File: config.mk
export PLATFORM = sky130hd
export DESIGN_NAME = effect_eq_biquad_bank_flat
export DESIGN_NICKNAME = d
export VERILOG_FILES = /design/src/rtl/eq_pkg.sv /design/src/rtl/effect_eq_biquad_bank_if.sv /design/src/rtl/eq_mac.sv /design/src/rtl/effect_eq_biquad_bank.sv /design/src/flat_wrapper.sv
export SDC_FILE = /design/constraint.sdc
export NUM_CORES = 2
export LEC_CHECK = 0
export ABC_AREA = 1
export BUFFER_PORTS_ARGS = -buffer_cell sky130_fd_sc_hd__buf_2
export CAP_MARGIN = 20
export CORE_AREA = 5 5 486 344
export DETAILED_ROUTE_END_ITERATION = 16
export DIE_AREA = 0 0 491 349
export PLACE_DENSITY = 0.63
export SYNTH_ARGS = -nofsm -noshare
export SYNTH_HDL_FRONTEND = slang
export SYNTH_SLANG_ARGS = --single-unit
export TNS_END_PERCENT = 100
File: constraint.sdc
create_clock -name i_clk -period 11.2 [get_ports i_clk]
set_clock_uncertainty 0.1 [all_clocks]
set_input_delay 1.68 -clock i_clk [delete_from_list [all_inputs] [get_ports i_clk]]
set_output_delay 1.68 -clock i_clk [all_outputs]
set_load 0.005 [all_outputs]
File: src/rtl/eq_pkg.sv
// Shared definitions for the biquad EQ bank.
// Contents: FSM state enum, coefficient tap enum, band/gain constants.
// COEF_ONE is unity in Q2.16, i.e. for the default 18-bit coefficient width.
package eq_pkg;

   localparam int MAX_BANDS  = 8;
   localparam int NUM_TAPS   = 5;
   localparam int GAIN_UNITY = 16;
   localparam int COEF_W_DEF = 18;
   localparam int COEF_ONE   = 1 << (COEF_W_DEF - 2);

   typedef enum logic [1:0] {StIdle, StMac, StWb, StOut} eq_state_e;

   typedef enum logic [2:0] {TapB0, TapB1, TapB2, TapA1, TapA2} eq_tap_e;

endpackage

File: src/rtl/effect_eq_biquad_bank_if.sv
// Sample stream and coefficient bus of the biquad EQ bank.
// master: sample source / coefficient writer (drives i_*, reads o_*).
// slave : the EQ bank (reads i_*, drives o_ready, o_data, o_valid).
interface effect_eq_biquad_bank_if #(
   parameter int DATA_W = 16,
   parameter int COEF_W = 18
);
   logic                     i_valid;
   logic                     o_ready;
   logic signed [DATA_W-1:0] i_data;
   logic                     i_enable;
   logic [7:0]               i_gain;
   logic                     i_coef_we;
   logic [5:0]               i_coef_addr;
   logic signed [COEF_W-1:0] i_coef_wdata;
   logic                     i_coef_commit;
   logic signed [DATA_W-1:0] o_data;
   logic                     o_valid;

   modport master (
      output i_valid, i_data, i_enable, i_gain,
      output i_coef_we, i_coef_addr, i_coef_wdata, i_coef_commit,
      input  o_ready, o_data, o_valid
   );

   modport slave (
      input  i_valid, i_data, i_enable, i_gain,
      input  i_coef_we, i_coef_addr, i_coef_wdata, i_coef_commit,
      output o_ready, o_data, o_valid
   );
endinterface

File: src/rtl/eq_mac.sv
// Multiply-accumulate unit for one biquad band.
// Ports: i_clk, i_rst (sync, active-high); i_en accumulates i_sample*i_coef,
// i_clr starts a fresh sum, i_sub subtracts the product (feedback taps).
// o_result: accumulator rounded half-up from Q2.(COEF_W-2), saturated to DATA_W.
module eq_mac #(
   parameter int DATA_W = 16,
   parameter int COEF_W = 18,
   parameter int ACC_W  = 48
) (
   input  logic                     i_clk,
   input  logic                     i_rst,
   input  logic                     i_en,
   input  logic                     i_clr,
   input  logic                     i_sub,
   input  logic signed [DATA_W-1:0] i_sample,
   input  logic signed [COEF_W-1:0] i_coef,
   output logic signed [DATA_W-1:0] o_result
);
   localparam int PROD_W = DATA_W + COEF_W;
   localparam logic signed [ACC_W-1:0] RoundK = ACC_W'(64'd1 << (COEF_W - 3));
   localparam logic signed [ACC_W-1:0] MaxV =
      {{(ACC_W-DATA_W+1){1'b0}}, {(DATA_W-1){1'b1}}};
   localparam logic signed [ACC_W-1:0] MinV =
      {{(ACC_W-DATA_W+1){1'b1}}, {(DATA_W-1){1'b0}}};

   logic signed [PROD_W-1:0] prod;
   logic signed [ACC_W-1:0]  prod_ext, base, acc_d, acc_q, rnd;

   always_comb begin
      prod     = PROD_W'(i_sample) * PROD_W'(i_coef);
      prod_ext = {{(ACC_W-PROD_W){prod[PROD_W-1]}}, prod};
      base     = i_clr ? '0 : acc_q;
      acc_d    = i_sub ? base - prod_ext : base + prod_ext;
      rnd      = (acc_q + RoundK) >>> (COEF_W - 2);
      if (rnd > MaxV)      o_result = MaxV[DATA_W-1:0];
      else if (rnd < MinV) o_result = MinV[DATA_W-1:0];
      else                 o_result = rnd[DATA_W-1:0];
   end

   always_ff @(posedge i_clk) begin
      if (i_rst)     acc_q <= '0;
      else if (i_en) acc_q <= acc_d;
   end
endmodule

File: src/rtl/effect_eq_biquad_bank.sv
// Cascade of NUM_BANDS Direct Form I biquads with master output gain.
// Ports: i_clk, i_rst (sync, active-high), bus (slave modport): sample
// handshake i_valid/o_ready, i_data/i_enable/i_gain, coefficient shadow-bank
// writes (i_coef_we/addr/wdata) and commit, result o_data with o_valid strobe.
// Optional macro EQ_GAIN_RAMP_EN: applied gain walks 1 LSB per processed sample
// toward i_gain instead of following it directly.
module effect_eq_biquad_bank
   import eq_pkg::*;
#(
   parameter int DATA_W    = 16,
   parameter int COEF_W    = 18,
   parameter int NUM_BANDS = 4,
   parameter int ACC_W     = 48
) (
   input logic                    i_clk,
   input logic                    i_rst,
   effect_eq_biquad_bank_if.slave bus
);
   localparam int NUM_COEF = NUM_TAPS * NUM_BANDS;
   localparam int GW       = DATA_W + 9;
   localparam logic [2:0] LastBand = 3'(NUM_BANDS - 1);
   localparam logic signed [COEF_W-1:0] CoefOne = {2'b01, {(COEF_W-2){1'b0}}};
   localparam logic signed [GW-1:0] GMax = {{(GW-DATA_W+1){1'b0}}, {(DATA_W-1){1'b1}}};
   localparam logic signed [GW-1:0] GMin = {{(GW-DATA_W+1){1'b1}}, {(DATA_W-1){1'b0}}};

   logic signed [COEF_W-1:0] shadow_q [NUM_COEF];
   logic signed [COEF_W-1:0] shadow_d [NUM_COEF];
   logic signed [COEF_W-1:0] active_q [NUM_COEF];
   logic signed [DATA_W-1:0] x1_q [NUM_BANDS];
   logic signed [DATA_W-1:0] x2_q [NUM_BANDS];
   logic signed [DATA_W-1:0] y1_q [NUM_BANDS];
   logic signed [DATA_W-1:0] y2_q [NUM_BANDS];

   eq_state_e                state_q, state_d;
   eq_tap_e                  tap_q;
   logic [2:0]               band_q;
   logic signed [DATA_W-1:0] cur_x_q, o_data_q, mac_sample, mac_y, gain_y;
   logic signed [COEF_W-1:0] mac_coef;
   logic                     en_q, pend_q, o_valid_q, mac_sub, idle;
   logic [7:0]               gain_q;
   logic [5:0]               coef_idx;
   logic signed [GW-1:0]     gprod, grnd;

   assign idle        = (state_q == StIdle);
   assign bus.o_ready = idle;
   assign bus.o_data  = o_data_q;
   assign bus.o_valid = o_valid_q;
   assign coef_idx    = 6'(band_q) * 6'd5 + 6'(tap_q);

   // Shadow bank next value; a write in the commit cycle is part of the commit.
   always_comb begin
      for (int i = 0; i < NUM_COEF; i++) begin
         shadow_d[i] = shadow_q[i];
         if (bus.i_coef_we && bus.i_coef_addr == 6'(i)) shadow_d[i] = bus.i_coef_wdata;
      end
   end

   always_comb begin
      state_d = state_q;
      unique case (state_q)
         StIdle:  if (bus.i_valid) state_d = StMac;
         StMac:   if (tap_q == TapA2) state_d = StWb;
         StWb:    state_d = (band_q == LastBand) ? StOut : StMac;
         StOut:   state_d = StIdle;
         default: state_d = StIdle;
      endcase
   end

   always_comb begin
      mac_coef   = '0;
      mac_sample = cur_x_q;
      mac_sub    = 1'b0;
      for (int i = 0; i < NUM_COEF; i++) begin
         if (coef_idx == 6'(i)) mac_coef = active_q[i];
      end
      for (int b = 0; b < NUM_BANDS; b++) begin
         if (band_q == 3'(b)) begin
            unique case (tap_q)
               TapB1:   mac_sample = x1_q[b];
               TapB2:   mac_sample = x2_q[b];
               TapA1:   begin mac_sample = y1_q[b]; mac_sub = 1'b1; end
               TapA2:   begin mac_sample = y2_q[b]; mac_sub = 1'b1; end
               default: mac_sample = cur_x_q;
            endcase
         end
      end
   end

   eq_mac #(
      .DATA_W (DATA_W),
      .COEF_W (COEF_W),
      .ACC_W  (ACC_W)
   ) u_mac (
      .i_clk    (i_clk),
      .i_rst    (i_rst),
      .i_en     (state_q == StMac),
      .i_clr    (tap_q == TapB0),
      .i_sub    (mac_sub),
      .i_sample (mac_sample),
      .i_coef   (mac_coef),
      .o_result (mac_y)
   );

   // Master gain, Q4.4: multiply, round half-up, drop 4 fraction bits, saturate.
   always_comb begin
      gprod = GW'(cur_x_q) * GW'($signed({1'b0, gain_q}));
      grnd  = (gprod + GW'(8)) >>> 4;
      if (grnd > GMax)      gain_y = GMax[DATA_W-1:0];
      else if (grnd < GMin) gain_y = GMin[DATA_W-1:0];
      else                  gain_y = grnd[DATA_W-1:0];
   end

   always_ff @(posedge i_clk) begin
      if (i_rst) begin
         state_q   <= StIdle;
         tap_q     <= TapB0;
         band_q    <= '0;
         cur_x_q   <= '0;
         en_q      <= 1'b0;
         pend_q    <= 1'b0;
         gain_q    <= 8'(GAIN_UNITY);
         o_data_q  <= '0;
         o_valid_q <= 1'b0;
         for (int i = 0; i < NUM_COEF; i++) begin
            shadow_q[i] <= (i % NUM_TAPS == 0) ? CoefOne : '0;
            active_q[i] <= (i % NUM_TAPS == 0) ? CoefOne : '0;
         end
         for (int b = 0; b < NUM_BANDS; b++) begin
            x1_q[b] <= '0;
            x2_q[b] <= '0;
            y1_q[b] <= '0;
            y2_q[b] <= '0;
         end
      end else begin
         state_q   <= state_d;
         o_valid_q <= 1'b0;
         shadow_q  <= shadow_d;
         // Active bank only moves while idle so a sample never sees a mixed bank.
         if (idle && (bus.i_coef_commit || pend_q)) begin
            active_q <= shadow_d;
            pend_q   <= 1'b0;
         end else if (bus.i_coef_commit) begin
            pend_q <= 1'b1;
         end
         case (state_q)
            StIdle: begin
               if (bus.i_valid) begin
                  cur_x_q <= bus.i_data;
                  en_q    <= bus.i_enable;
                  tap_q   <= TapB0;
                  band_q  <= '0;
`ifdef EQ_GAIN_RAMP_EN
                  if (bus.i_enable && gain_q < bus.i_gain)      gain_q <= gain_q + 8'd1;
                  else if (bus.i_enable && gain_q > bus.i_gain) gain_q <= gain_q - 8'd1;
`else
                  gain_q <= bus.i_gain;
`endif
               end
            end
            StMac: tap_q <= (tap_q == TapA2) ? TapB0 : eq_tap_e'(tap_q + 3'd1);
            StWb: begin
               // Bypassed samples leave the chain input and all band history untouched.
               if (en_q) cur_x_q <= mac_y;
               for (int b = 0; b < NUM_BANDS; b++) begin
                  if (en_q && band_q == 3'(b)) begin
                     x1_q[b] <= cur_x_q;
                     x2_q[b] <= x1_q[b];
                     y1_q[b] <= mac_y;
                     y2_q[b] <= y1_q[b];
                  end
               end
               band_q <= band_q + 3'd1;
            end
            StOut: begin
               o_data_q  <= en_q ? gain_y : cur_x_q;
               o_valid_q <= 1'b1;
            end
            default: ;
         endcase
      end
   end
endmodule
File: src/flat_wrapper.sv
// flat-port wrapper written by rule: the top's interface ports become plain ports
module effect_eq_biquad_bank_flat import eq_pkg::*;
#(
   parameter int DATA_W    = 16,
   parameter int COEF_W    = 18,
   parameter int NUM_BANDS = 4,
   parameter int ACC_W     = 48
)
  (i_clk, i_rst, bus_i_valid, bus_i_data, bus_i_enable, bus_i_gain, bus_i_coef_we, bus_i_coef_addr, bus_i_coef_wdata, bus_i_coef_commit, bus_o_ready, bus_o_data, bus_o_valid);
  effect_eq_biquad_bank_if #(.DATA_W(DATA_W), .COEF_W(COEF_W)) bus_i ();
  input logic i_clk;
  input logic i_rst;
  input wire logic [$bits(bus_i.i_valid)-1:0] bus_i_valid;
  input wire logic [$bits(bus_i.i_data)-1:0] bus_i_data;
  input wire logic [$bits(bus_i.i_enable)-1:0] bus_i_enable;
  input wire logic [$bits(bus_i.i_gain)-1:0] bus_i_gain;
  input wire logic [$bits(bus_i.i_coef_we)-1:0] bus_i_coef_we;
  input wire logic [$bits(bus_i.i_coef_addr)-1:0] bus_i_coef_addr;
  input wire logic [$bits(bus_i.i_coef_wdata)-1:0] bus_i_coef_wdata;
  input wire logic [$bits(bus_i.i_coef_commit)-1:0] bus_i_coef_commit;
  output wire logic [$bits(bus_i.o_ready)-1:0] bus_o_ready;
  output wire logic [$bits(bus_i.o_data)-1:0] bus_o_data;
  output wire logic [$bits(bus_i.o_valid)-1:0] bus_o_valid;
  assign bus_i.i_valid = bus_i_valid;
  assign bus_i.i_data = bus_i_data;
  assign bus_i.i_enable = bus_i_enable;
  assign bus_i.i_gain = bus_i_gain;
  assign bus_i.i_coef_we = bus_i_coef_we;
  assign bus_i.i_coef_addr = bus_i_coef_addr;
  assign bus_i.i_coef_wdata = bus_i_coef_wdata;
  assign bus_i.i_coef_commit = bus_i_coef_commit;
  assign bus_o_ready = bus_i.o_ready;
  assign bus_o_data = bus_i.o_data;
  assign bus_o_valid = bus_i.o_valid;
  effect_eq_biquad_bank #(.DATA_W(DATA_W), .COEF_W(COEF_W), .NUM_BANDS(NUM_BANDS), .ACC_W(ACC_W)) u_core (.i_clk(i_clk), .i_rst(i_rst), .bus(bus_i));
endmodule
==> flow_summary.ini <==
[outcome]
outcome = finished, violations left
failed_checks = setup timing

[global_routing]
grt_start_max_net_pins = 265
grt_pass1_wl_mm = 318.6
grt_overflow_total = 0
met3_usage = 0.04484
use_met2 = 0.3379
grt_pass1_vias = 54904
top_usage_layer = met1
met1_usage = 0.3604
grt_util_all_layers = 0.2338
antenna_found_initial = 7

[power]
p_clk_frac = 0.224
peakVddDrop_mv = 0.2246
finalPower_mw = 17.09
combPwrFrac = 0.520
switchingPower_mw = 6.773
p_sw_frac = 0.3964
power.density_nw_per_um2 = 215.7
p_leak_nw = 38.30
p_seq_frac = 0.255
p_int_mw = 10.31

[floorplan]
rows = 124
floorplan.initialDensity = 0.3977
dieHeight_um = 349
core_um2 = 162100
die-area_um2 = 171400
pin_count = 72
dieWidth_um = 491

[critical_path]
crit_type = reg -> reg
cp_common_cell = inv_2
worst_ep_required_time_ns = 11.78
arrival_ns = 12.69
cpMaxStageDelayCell = fa_2
crit_start = u_core.band_q[0]
regToRegStartpoint = u_core.band_q[0]
crit_path_max_incr_delay_ns = 0.58
rr_worst_depth = 68
reg2reg_slack_ns = -0.91
r2r_end = u_core.u_mac.acc_q[42]
cp-endpoint = u_core.u_mac.acc_q[42]
cp-start-kind = flop
end_kind = flop
crit_path_max_fanout = 5

[logic_synthesis]
synth-edff-count = 256
yosys_warnings = 0
postSynthNetCount = 8994
ys_ff_latch = 1075
synth_cell_types = 70
synth_cells = 8342
synth_area_um2 = 64490
yosysSeqAreaShare = 0.3735
avgSynthCellArea_um2 = 7.730
synthArstFlopShare = 0
synth_flop_cell = dfxtp_1

[sta]
clock.fmax_mhz = 82.57
hold_violations = 0
fin_ws_ns = -0.9116
final-setup-viol-count = 26
final.min_clock_period_ns = 12.11
period_share = 1.081
worst_slew_pin_slew_ns = 1.225
finalMaxSlewViolations = 0
relSlewSlack = 0.1832
grt_setup_unrepaired = true

[routing]
dr_total_vias = 57185
routedWlPerCell_um = 18.35
drt-total-wl_mm = 204.9
drc = 0
ant_nets = 0
first_pass_iters = 8
drt-initial-drc-count = 5474
drt-vias-per-instance = 5.120

[placement]
place_area_um2 = 72050
dp_hpwl_mm = 146.2
port_buffers = 71
pre_cts_ws_ns = -1.983
routabilityCongestion = 0.9298

[layout]
final_cell_mix = inv_1 (1418), nand2_1 (1350), nor2_1 (1264), dfxtp_1 (817), buf_4 (765)
syn_to_final_growth_pct = 22.84
finalNetCount = 9583
layout_commonest_cell = inv_1
num-fill-cells = 15474
multi_input_area_um2 = 35520
final_util = 0.4886
drive_above_1_share = 0.1835
finalInstanceArea_um2 = 79210
regArea_um2 = 24090

[run]
drv_cap = 0

[min_path]
whs_path_depth = 2
hp-class = reg -> reg

[clock_network]
cts_buffers = 108
h-tree-depth = 3
clock-root-buffer = clkbuf_16
clock_path_buffers = 3
clk_pin_slew_worst_paths_ns = 0.07
cts_tree = done
holdBufCountCts = 0
cts.sinks = 1075
clk_latency_ns = 0.75
## power groups by stage
| stage | clock network [mW] | logic, mW | registers (mW) |
|---|---|---|---|
| 4_1_cts | 3.89 | 8.04 | 4.36 |
| 3_3_place_gp | 0 | 7.16 | 4.43 |
| 5_1_grt | 4.06 | 9.67 | 4.39 |
| 6_report | 3.83 | 8.89 | 4.37 |
| 2_1_floorplan | 0 | 3.77 | 4.38 |
| 3_5_place_dp | 0 | 7.21 | 4.43 |
## stage by stage
stage,std cells,TNS [ns],hold slack [ns]
6_report,11169,-15.28,0.3485
5_1_grt,11168,-30.26,0.3662
4_1_cts,11139,-13.94,0.3472
3_5_place_dp,10869,-45.64,0.3326
3_3_place_gp,10866,-43.45,0.3265
2_1_floorplan,8342,0,0.3151
## metal layers
layer | wire (um) | share of wire
met5 | 13 | 0.000063
met4 | 4104 | 0.020
met3 | 18070 | 0.088
met2 | 84010 | 0.41
met1 | 98710 | 0.48
## kinds of logic (layout without fill, tap and decap cells)
kind of cell	count (synthesis)	count (layout)	share of synthesized area
compound gates	1456	1456	0.1354
xor+xnor	149	149	0.02024
fa+ha+maj	598	598	0.1619
buf+inv	1939	2622	0.1139
flops	1075	1075	0.3735
other cells	0	2	0
simple gates	3125	3125	0.1951
## critical path: cells and delay by family, from the launching register on
kind	cells	cell delay (ns)
buf+inv	18	1.46
fa+ha+maj	11	4.55
compound gates	15	2.67
simple gates	22	2.62
flops	1	0.34
xor+xnor	2	0.31
## synthesized netlist by cell type (26+ instances only)
cell / count / area share
inv_1: 1469 / 0.086
nand2_1: 1424 / 0.083
nor2_1: 1326 / 0.077
dfxtp_1: 819 / 0.25
a21oi_1: 556 / 0.043
clkbuf_1: 404 / 0.024
fa_1: 394 / 0.12
o211ai_1: 364 / 0.042
o21ai_0: 335 / 0.026
edfxtp_1: 256 / 0.12
ha_1: 204 / 0.040
nand3_1: 171 / 0.013
xor2_1: 101 / 0.014
nand4_1: 72 / 0.0070
xnor2_1: 48 / 0.0065
a221oi_1: 35 / 0.0048
nor3_1: 29 / 0.0023
a31oi_1: 28 / 0.0027
buf_1: 26 / 0.0015
## what timing repair did
action                                  4_1_cts  5_1_grt
endpoints found under the setup margin       35       35
pin swaps                                   168      114
setup buffers                                66       33
gates resized for setup                     390      253
cloned                                        3        0
## worst min-delay path by stage
stage | startpoint | to | slack, ns
3_3_place_gp | u_core.shadow_q[268] | u_core.shadow_q[268] | 0.33
6_report | u_core.shadow_q[88] | u_core.shadow_q[88] | 0.35
4_1_cts | u_core.shadow_q[268] | u_core.shadow_q[268] | 0.35
3_5_place_dp | u_core.shadow_q[268] | u_core.shadow_q[268] | 0.33
5_1_grt | u_core.state_q[1] | u_core.bus.o_valid | 0.37
2_1_floorplan | u_core.shadow_q[178] | u_core.shadow_q[178] | 0.32
## state kept, by name (all words and copies together) (netlist names), 48 cells and up
register            flops
u_core.y2_q            64
u_core.y1_q            64
u_core.x2_q            64
u_core.active_q       360
u_core.x1_q            64
u_core.u_mac.acc_q     48
u_core.shadow_q       360
## final cells by class
class / count / share of cell area
multi-input combinational: 5328 / 0.4484
sequential: 1075 / 0.3041
timing repair buffer: 927 / 0.09512
inverter: 1489 / 0.07087
clock buffer: 160 / 0.04044
tap: 2142 / 0.03383
clock inverter: 44 / 0.006950
timing repair inverter: 2 / 0.0002843
antenna: 2 / 0.00006318
No activity file was read; power rests on OpenSTA's default activity.
